[src/rtl/mem_port_arbiter.sv]
// Purpose: arbitrates icache/dcache line requests onto one registered L2 port and routes the response back.
// Latency: request seen in IDLE at cycle N drives the downstream port at N+1; a resp at M permits the next grant at M+3.
// Backpressure: a requester holds read/write until its resp pulse; the loser stays pending, and withdrawn requests are dropped.
module mem_port_arbiter #(
   parameter int ADDR_W = 32,
   parameter int LINE_W = 256,
   parameter int FAIR   = 1
) (
   input  logic              clk,
   input  logic              reset_n,

   input  logic              i_pmem_read,
   input  logic              i_pmem_write,
   input  logic [ADDR_W-1:0] i_pmem_address,
   input  logic [LINE_W-1:0] i_pmem_wdata,
   output logic              i_pmem_resp,
   output logic [LINE_W-1:0] i_pmem_rdata,

   input  logic              d_pmem_read,
   input  logic              d_pmem_write,
   input  logic [ADDR_W-1:0] d_pmem_address,
   input  logic [LINE_W-1:0] d_pmem_wdata,
   output logic              d_pmem_resp,
   output logic [LINE_W-1:0] d_pmem_rdata,

   output logic              ab_pmem_read,
   output logic              ab_pmem_write,
   output logic [ADDR_W-1:0] ab_pmem_address,
   output logic [LINE_W-1:0] ab_pmem_wdata,
   input  logic              ab_pmem_resp,
   input  logic [LINE_W-1:0] ab_pmem_rdata
);

   localparam logic [1:0] IDLE    = 2'd0;
   localparam logic [1:0] GRANT_I = 2'd1;
   localparam logic [1:0] GRANT_D = 2'd2;
   localparam logic [1:0] DONE    = 2'd3;

   logic [1:0]        state;
   logic              last_grant;   // 0 = icache served last, 1 = dcache

   logic              i_pend;
   logic              d_pend;
   logic              pick_d;
   logic              pick_i;
   logic              sel_read;
   logic              sel_write;
   logic [ADDR_W-1:0] sel_addr;
   logic [LINE_W-1:0] sel_wdata;

   // Choose the next requester and the command it would launch; write wins over read
   always_comb begin
      i_pend    = i_pmem_read | i_pmem_write;
      d_pend    = d_pmem_read | d_pmem_write;
      // dcache wins when alone, when fixed priority, or when icache was served last
      pick_d    = d_pend & (~i_pend | (FAIR == 0) | ~last_grant);
      pick_i    = i_pend & ~pick_d;
      sel_write = 1'b0;
      sel_read  = 1'b0;
      sel_addr  = i_pmem_address;
      sel_wdata = i_pmem_wdata;
      if (pick_d) begin
         sel_write = d_pmem_write;
         sel_read  = d_pmem_read & ~d_pmem_write;
         sel_addr  = d_pmem_address;
         sel_wdata = d_pmem_wdata;
      end else if (pick_i) begin
         sel_write = i_pmem_write;
         sel_read  = i_pmem_read & ~i_pmem_write;
      end
   end

   // Grant FSM and registered downstream command; held stable for the whole transaction
   always_ff @(posedge clk or negedge reset_n) begin
      if (!reset_n) begin
         state           <= IDLE;
         last_grant      <= 1'b0;
         ab_pmem_read    <= 1'b0;
         ab_pmem_write   <= 1'b0;
         ab_pmem_address <= '0;
         ab_pmem_wdata   <= '0;
      end else begin
         case (state)
            IDLE: begin
               if (pick_d || pick_i) begin
                  state           <= pick_d ? GRANT_D : GRANT_I;
                  last_grant      <= pick_d;
                  ab_pmem_read    <= sel_read;
                  ab_pmem_write   <= sel_write;
                  ab_pmem_address <= sel_addr;
                  ab_pmem_wdata   <= sel_wdata;
               end
            end
            GRANT_I, GRANT_D: begin
               if (ab_pmem_resp) begin
                  state         <= DONE;
                  ab_pmem_read  <= 1'b0;
                  ab_pmem_write <= 1'b0;
               end
            end
            default: begin
               // Dead cycle so the served cache can drop its request before re-arbitration
               state <= IDLE;
            end
         endcase
      end
   end

   // Response steering: only the owner of the current grant sees the completion pulse
   assign i_pmem_resp  = (state == GRANT_I) & ab_pmem_resp;
   assign d_pmem_resp  = (state == GRANT_D) & ab_pmem_resp;
   assign i_pmem_rdata = ab_pmem_rdata;
   assign d_pmem_rdata = ab_pmem_rdata;

endmodule

[config.mk]
export PLATFORM = sky130hd
export DESIGN_NAME = mem_port_arbiter
export DESIGN_NICKNAME = d
export VERILOG_FILES = /design/src/rtl/mem_port_arbiter.sv
export SDC_FILE = /design/constraint.sdc
export NUM_CORES = 1
export LEC_CHECK = 0
export ABC_AREA = 1
export CORE_AREA = 2 2 633 635
export CTS_CLUSTER_SIZE = 24
export DETAILED_ROUTE_END_ITERATION = 12
export DIE_AREA = 0 0 635 637
export PLACE_DENSITY = 0.3
export SETUP_SLACK_MARGIN = 0.05
export SLEW_MARGIN = 40
export SYNTH_ARGS = -nofsm -noshare
export SYNTH_HDL_FRONTEND = slang
export SYNTH_SLANG_ARGS = --single-unit
[constraint.sdc]
create_clock -name clk -period 1.3 [get_ports clk]
set_input_delay 0.26 -clock clk [delete_from_list [all_inputs] [get_ports clk]]
set_output_delay 0.26 -clock clk [all_outputs]
set_load 0.005 [all_outputs]
[Word level (Yosys, flattened, before mapping)]
Index checks and enable logic that the tools add are counted.
Word-level totals
  flip-flop bits (word level): 293
  input port bits: 839
  output and inout port bits: 804
  word-level logic and storage cells: 46
Operators by class
  equality and inequality tests: 4
  muxes and demuxes: 15
  bitwise operators: 14
  reduce and logical (&&, ||, !) cells: 7
Operators by type and width (number)
  256-bit 2-to-1 mux: 1
  32-bit 2-to-1 mux: 1
  1-bit 2-to-1 mux: 7
  1-bit bitwise AND: 6
  2-bit 2-to-1 mux: 3
  1-bit NOT: 5
  2-bit != test, second input constant: 2
  1-bit case mux with 2 select lines: 2
  2-bit case mux with 2 select lines: 1
  2-bit AND reduction: 2
  1-bit OR: 3
  3-bit AND reduction: 1
  2-bit by 1-bit == test with 1-bit output, second input constant: 1
  2-bit == test, second input constant: 1
  2-bit zero test: 1
  2-bit nonzero test: 1
  2-bit OR reduction: 1
  1-bit logical OR: 1

[Depth between registers and ports, before layout]
  depth after elaboration: 10
  mapped depth: 8
  mapped depth without buffers: 8

[Worst setup path before layout]
No wires, ideal clock.
  path type: register -> register
  start: register state[0]
  end: register ab_pmem_wdata[152]
  setup time: 0.117 ns
  data arrival time: 1.299 ns
  data required time: 1.183 ns
  slack: -0.117 ns
  stages on the path, launching flop included: 9
  buffers on the path: 3
  period minus slack after synthesis: 1.417 ns
  cells stage by stage: dfrtp_1 inv_1 ha_1 nand2_2 buf_6 buf_4 buf_2 nand2_1 nand2_1
On the way
  cells in the longest elaborated chain, start to end: 2
RTL lines
  from (decl): RTL line 39  | logic [1:0] state;
  from (signal assigned): RTL line 86  | state <= pick_d ? GRANT_D : GRANT_I;
  2-bit zero test: RTL line 83  | case (state)
  2-bit AND reduction (no line)
  to (signal assigned): RTL line 91  | ab_pmem_wdata <= sel_wdata;
  to (decl): RTL line 29  | output logic [LINE_W-1:0] ab_pmem_wdata,
Every way passes these cells.
A chain may end at the register's enable or synchronous reset.

[Worst setup path in the final report]
  start: register state[1]
  end: output port i_pmem_resp
On the way
  cells in the longest elaborated chain, start to end: 2
RTL lines
  2-bit by 1-bit == test with 1-bit output: RTL line 110  | assign i_pmem_resp = (state == GRANT_I) & ab_pmem_resp;
  1-bit bitwise AND: RTL line 110
  to (decl): RTL line 16  | output logic i_pmem_resp,
Every way passes these cells.

==> results by group <==
Status
  • Outcome: finished with violations
  • Failing checks: setup timing

Synth
  • Average instance area after synthesis: roughly 7.4 um^2
  • Number of synthesized register bits: roughly 300
  • Top cells by area, synth: sky130_fd_sc_hd__dfrtp_1, sky130_fd_sc_hd__buf_4, sky130_fd_sc_hd__nand2_1
  • Commonest cells in the netlist: sky130_fd_sc_hd__nand2_1, sky130_fd_sc_hd__buf_4, sky130_fd_sc_hd__inv_1
  • Sequential element share of the synthesized area: 36.4%
  • Warning count from the yosys run: 0
  • Post-synthesis net count: roughly 3600
  • Post-Syn Instances: 2742
  • Synth async-reset ratio: 100%
  • Post-synth cell types: 17
  • Number of enable-type register cells in the synthesized netlist: 0
  • Most instantiated library cell after synthesis: sky130_fd_sc_hd__nand2_1
  • Synth Flop Type: sky130_fd_sc_hd__dfrtp_1
  • Fraction of synthesized cell area taken by the top area cell type: 36.4%
  • Top cell type by total area after synthesis: sky130_fd_sc_hd__dfrtp_1
  • Post-synthesis cell area: ~20000 um^2

Min path
  • Path category of the worst min-delay check: in -> reg

Detailed routing
  • Vias per cell: ~2.5
  • First DRT Iteration DRCs: 1060
  • Routed Antenna Nets: 0
  • WL final: between 200 and 250 mm
  • Number of iterations in the first detailed-routing pass: 6
  • Routed length per placed instance: between 20 and 30 um
  • Via Count: approximately 22000
  • DRC violations left: 0

STA
  • Max-slew violation count: 0
  • Final period util: 144%
  • Final Hold Vio Count: 0
  • Max Fclk: 0.534 GHz
  • Worst setup skew after layout: 0.0582 ns
  • Transition time of the tightest slew-check pin: slightly above 0.5 ns
  • Worst slew margin: approximately 65%
  • Final setup violation count: slightly below 600
  • Fin worst setup slack: -0.574 ns
  • Unrepaired setup endpoints after global routing: true
  • Final critical delay including setup and external delays: 1.87 ns

Setup path
  • FF-to-FF path depth: 10
  • Crit path launch type: register
  • End of the worst register-to-register path: ab_pmem_wdata[68]
  • Critical Path Fanout Max: 2
  • Required arrival time at the worst endpoint: about 1.0 ns
  • Cell family with the largest share of critical-path delay: flip-flops
  • Endpoint of the most critical setup path: i_pmem_resp
  • Kind of end point of the critical path: primary output
  • R2R Path Start: state[1]
  • Startpoint of the most critical setup path: state[1]
  • Critical Path Stages: 6
  • Internal reg-to-reg setup slack: -0.53 ns
  • Worst-path cell chain: inv_2, buf_6, ha_4, nand2_2, inv_2, buf_12
  • Critical Path Slowest Stage Cell: sky130_fd_sc_hd__dfrtp_1
  • Worst endpoint data arrival time: approximately 1.6 ns
  • Slowest cell delay on critical path: roughly 0.37 ns
  • Category of the critical setup timing path: reg -> out
  • Cell type with the highest occurrence count on the critical path: sky130_fd_sc_hd__inv_2
  • Buf+Inv Stages, Crit Path: 4

Pwr
  • Sequential share of power: about a fifth
  • Combinational group share of total power: a little under two thirds
  • Cell Pwr Density: ~2200 nW/um^2
  • Clock share of power: between 10% and 20%
  • Leakage power of the design: between 15 and 20 nW
  • IR drop worst, VDD: roughly 0.91 mV
  • Net switching power: roughly 36 mW
  • Switching Fraction: approximately 42%
  • Final total power: 85.2 mW
  • Cell internal pwr: between 40 and 50 mW

Place
  • Total half-perimeter wirelength after legalization and detailed placement: between 150 and 200 mm
  • Port buffer count: slightly below 900
  • Number of placed instances, taps included: around 8300
  • GP Congestion: roughly 0.85

Clocking
  • CTS tree: yes
  • Number of levels the H-tree was split into: 2
  • Clk sink count: 293
  • Clock insertion delay at the later pin of the skew report: 0.69 ns
  • Clock-pin slew on the worst setup and hold paths: 0.06 ns
  • Number of buffers on the longest clock path: 3
  • Root cell of the clock tree: sky130_fd_sc_hd__clkbuf_16
  • Number of buffers inserted during clock tree synthesis: 47

Floorplan
  • # rows: between 200 and 250
  • Number of top-level pins: 1643
  • Core Area: 398000 um^2
  • Starting Density: just over 5%
  • Die Wd: 635 um
  • Y dimension of the die: about 640 um
  • Area of the die: approximately 400000 um^2

GRT
  • Total Routing Usage GR: 11.0%
  • Vias in the first global route: between 20000 and 25000
  • Initial antenna violation count: 222
  • First-pass GRT wire length: 282 mm
  • Largest net degree at the start of global routing: 60
  • Final global-route overflow total: 0

Job
  • # Max-Cap Violations: 0

Final layout
  • Reg area: roughly 7300 um^2
  • Total number of nets in the final design: 4232
  • Total area of multi-input combinational cells: approximately 8600 um^2
  • Syn-to-layout area delta: 95.7%
  • Layout fillers: ~46000
  • Number of standard cells in the layout, taps in and fillers out: 8726
  • Share of final-layout standard cells stronger than drive strength 1: between 30% and 40%
==> per-stage QoR <==
step / hold slack, ns / worst slack (ns) / utilization [%] / cell area [um^2] / TNS (ns)
2_1_floorplan: -0.0356 / 0.00669 / - / 20300 / 0
3_3_place_gp: 0.219 / -1.26 / 8.27 / 32900 / -331.85
3_5_place_dp: 0.227 / -1.23 / 8.27 / 32900 / -321.36
4_1_cts: 0.0696 / -0.731 / 9.11 / 36300 / -210.82
5_1_grt: 0.160 / -0.713 / 9.89 / 39400 / -221.88
6_report: 0.201 / -0.574 / 9.91 / 39400 / -172.01
==> flip-flops by register name (all words and copies together), names as in the netlist <==
name / count
ab_pmem_wdata: 256
ab_pmem_address: 32
state: 2
ab_pmem_read: 1
ab_pmem_write: 1
last_grant: 1
==> worst min-delay path: stages <==
cell                              delay (ns)
sky130_fd_sc_hd__clkdlybuf4s50_1        0.39
sky130_fd_sc_hd__inv_1                  0.05
sky130_fd_sc_hd__nand2_1                0.05
sky130_fd_sc_hd__nand3_2                0.05
sky130_fd_sc_hd__nand2_1                0.04
==> logic make-up (layout without fill, tap and decap cells) <==
kind of cell,count (synthesis),count (layout),synth area share (%)
simple gates,1478,1478,34.8
buf+inv,966,1648,28.6
flops,293,293,36.4
fa+ha+maj,4,4,0.248
compound gates,1,1,0.0435
other cells,0,37,0
==> area by class of cell <==
type | instances | share of cell area, %
inverters | 296 | 2.90
repair inverters | 2 | 0.152
clock buffers | 63 | 3.42
well taps | 5265 | 16.7
multi-input cells | 1483 | 21.7
clock inverters | 21 | 0.590
diodes | 37 | 0.235
flip-flops and latches | 293 | 18.6
repair buffers | 1266 | 35.7
==> placed cells by master (no fill, tap or decap), types with 2 or more instances in the layout <==
cell                                n
sky130_fd_sc_hd__buf_12           103
sky130_fd_sc_hd__buf_16            59
sky130_fd_sc_hd__buf_2            176
sky130_fd_sc_hd__buf_4            198
sky130_fd_sc_hd__buf_6             95
sky130_fd_sc_hd__buf_8             18
sky130_fd_sc_hd__bufbuf_16          3
sky130_fd_sc_hd__bufinv_16          4
sky130_fd_sc_hd__clkbuf_1           6
sky130_fd_sc_hd__clkbuf_16         77
sky130_fd_sc_hd__clkbuf_8           9
sky130_fd_sc_hd__clkdlybuf4s50_1  580
sky130_fd_sc_hd__clkinv_16          3
sky130_fd_sc_hd__clkinv_2          11
sky130_fd_sc_hd__clkinvlp_4         2
sky130_fd_sc_hd__dfrtp_1          289
sky130_fd_sc_hd__dfrtp_2            4
sky130_fd_sc_hd__diode_2           37
sky130_fd_sc_hd__dlygate4sd3_1      3
sky130_fd_sc_hd__ha_4               3
sky130_fd_sc_hd__inv_1            290
sky130_fd_sc_hd__inv_2              4
sky130_fd_sc_hd__inv_6              2
sky130_fd_sc_hd__nand2_1          843
sky130_fd_sc_hd__nand2_2           45
sky130_fd_sc_hd__nand2_4            2
sky130_fd_sc_hd__nand2_8            2
sky130_fd_sc_hd__nand3_1           73
sky130_fd_sc_hd__nand3_2          193
sky130_fd_sc_hd__nand3_4           26
sky130_fd_sc_hd__nand3b_1         288
sky130_fd_sc_hd__nor2_2             2
==> power groups by stage <==
stage          Clock [mW]  Combinational [mW]  Sequential (mW)
5_1_grt              14.6                58.7             17.8
3_3_place_gp            0                39.1             17.5
3_5_place_dp            0                39.0             17.5
4_1_cts              14.5                47.1             17.4
2_1_floorplan           0                14.9             16.7
6_report             13.7                54.1             17.4
==> worst min path at each step <==
stage	startpoint	endpoint	slack (ns)	cells after the start
after floorplan	reset_n	ab_pmem_address[0]	-0.04	0
after global placement	reset_n	ab_pmem_wdata[31]	0.22	2
after detailed placement	reset_n	ab_pmem_wdata[21]	0.23	2
after CTS	i_pmem_address[12]	ab_pmem_address[12]	0.07	5
after global routing	i_pmem_address[28]	ab_pmem_address[28]	0.16	5
final	i_pmem_address[6]	ab_pmem_address[6]	0.20	5
==> metal layers <==
layer	up-vias	GRT usage (%)	part of all wire, %
met3	616	8.34	15
met5	-	1.41	0.66
met4	130	2.85	3.7
met2	1587	17.4	44
met1	10400	11.3	36
li1	9315	-	-
==> repair_timing <==
item,CTS,global route
resized for setup,1185,383
setup endpoints to repair,585,626
endpoints found under the hold margin,293,0
hold buffers,4,0
pin swaps,15,107
setup buffers,107,92
cloned,38,40
(Power assumes the default switching activity.)
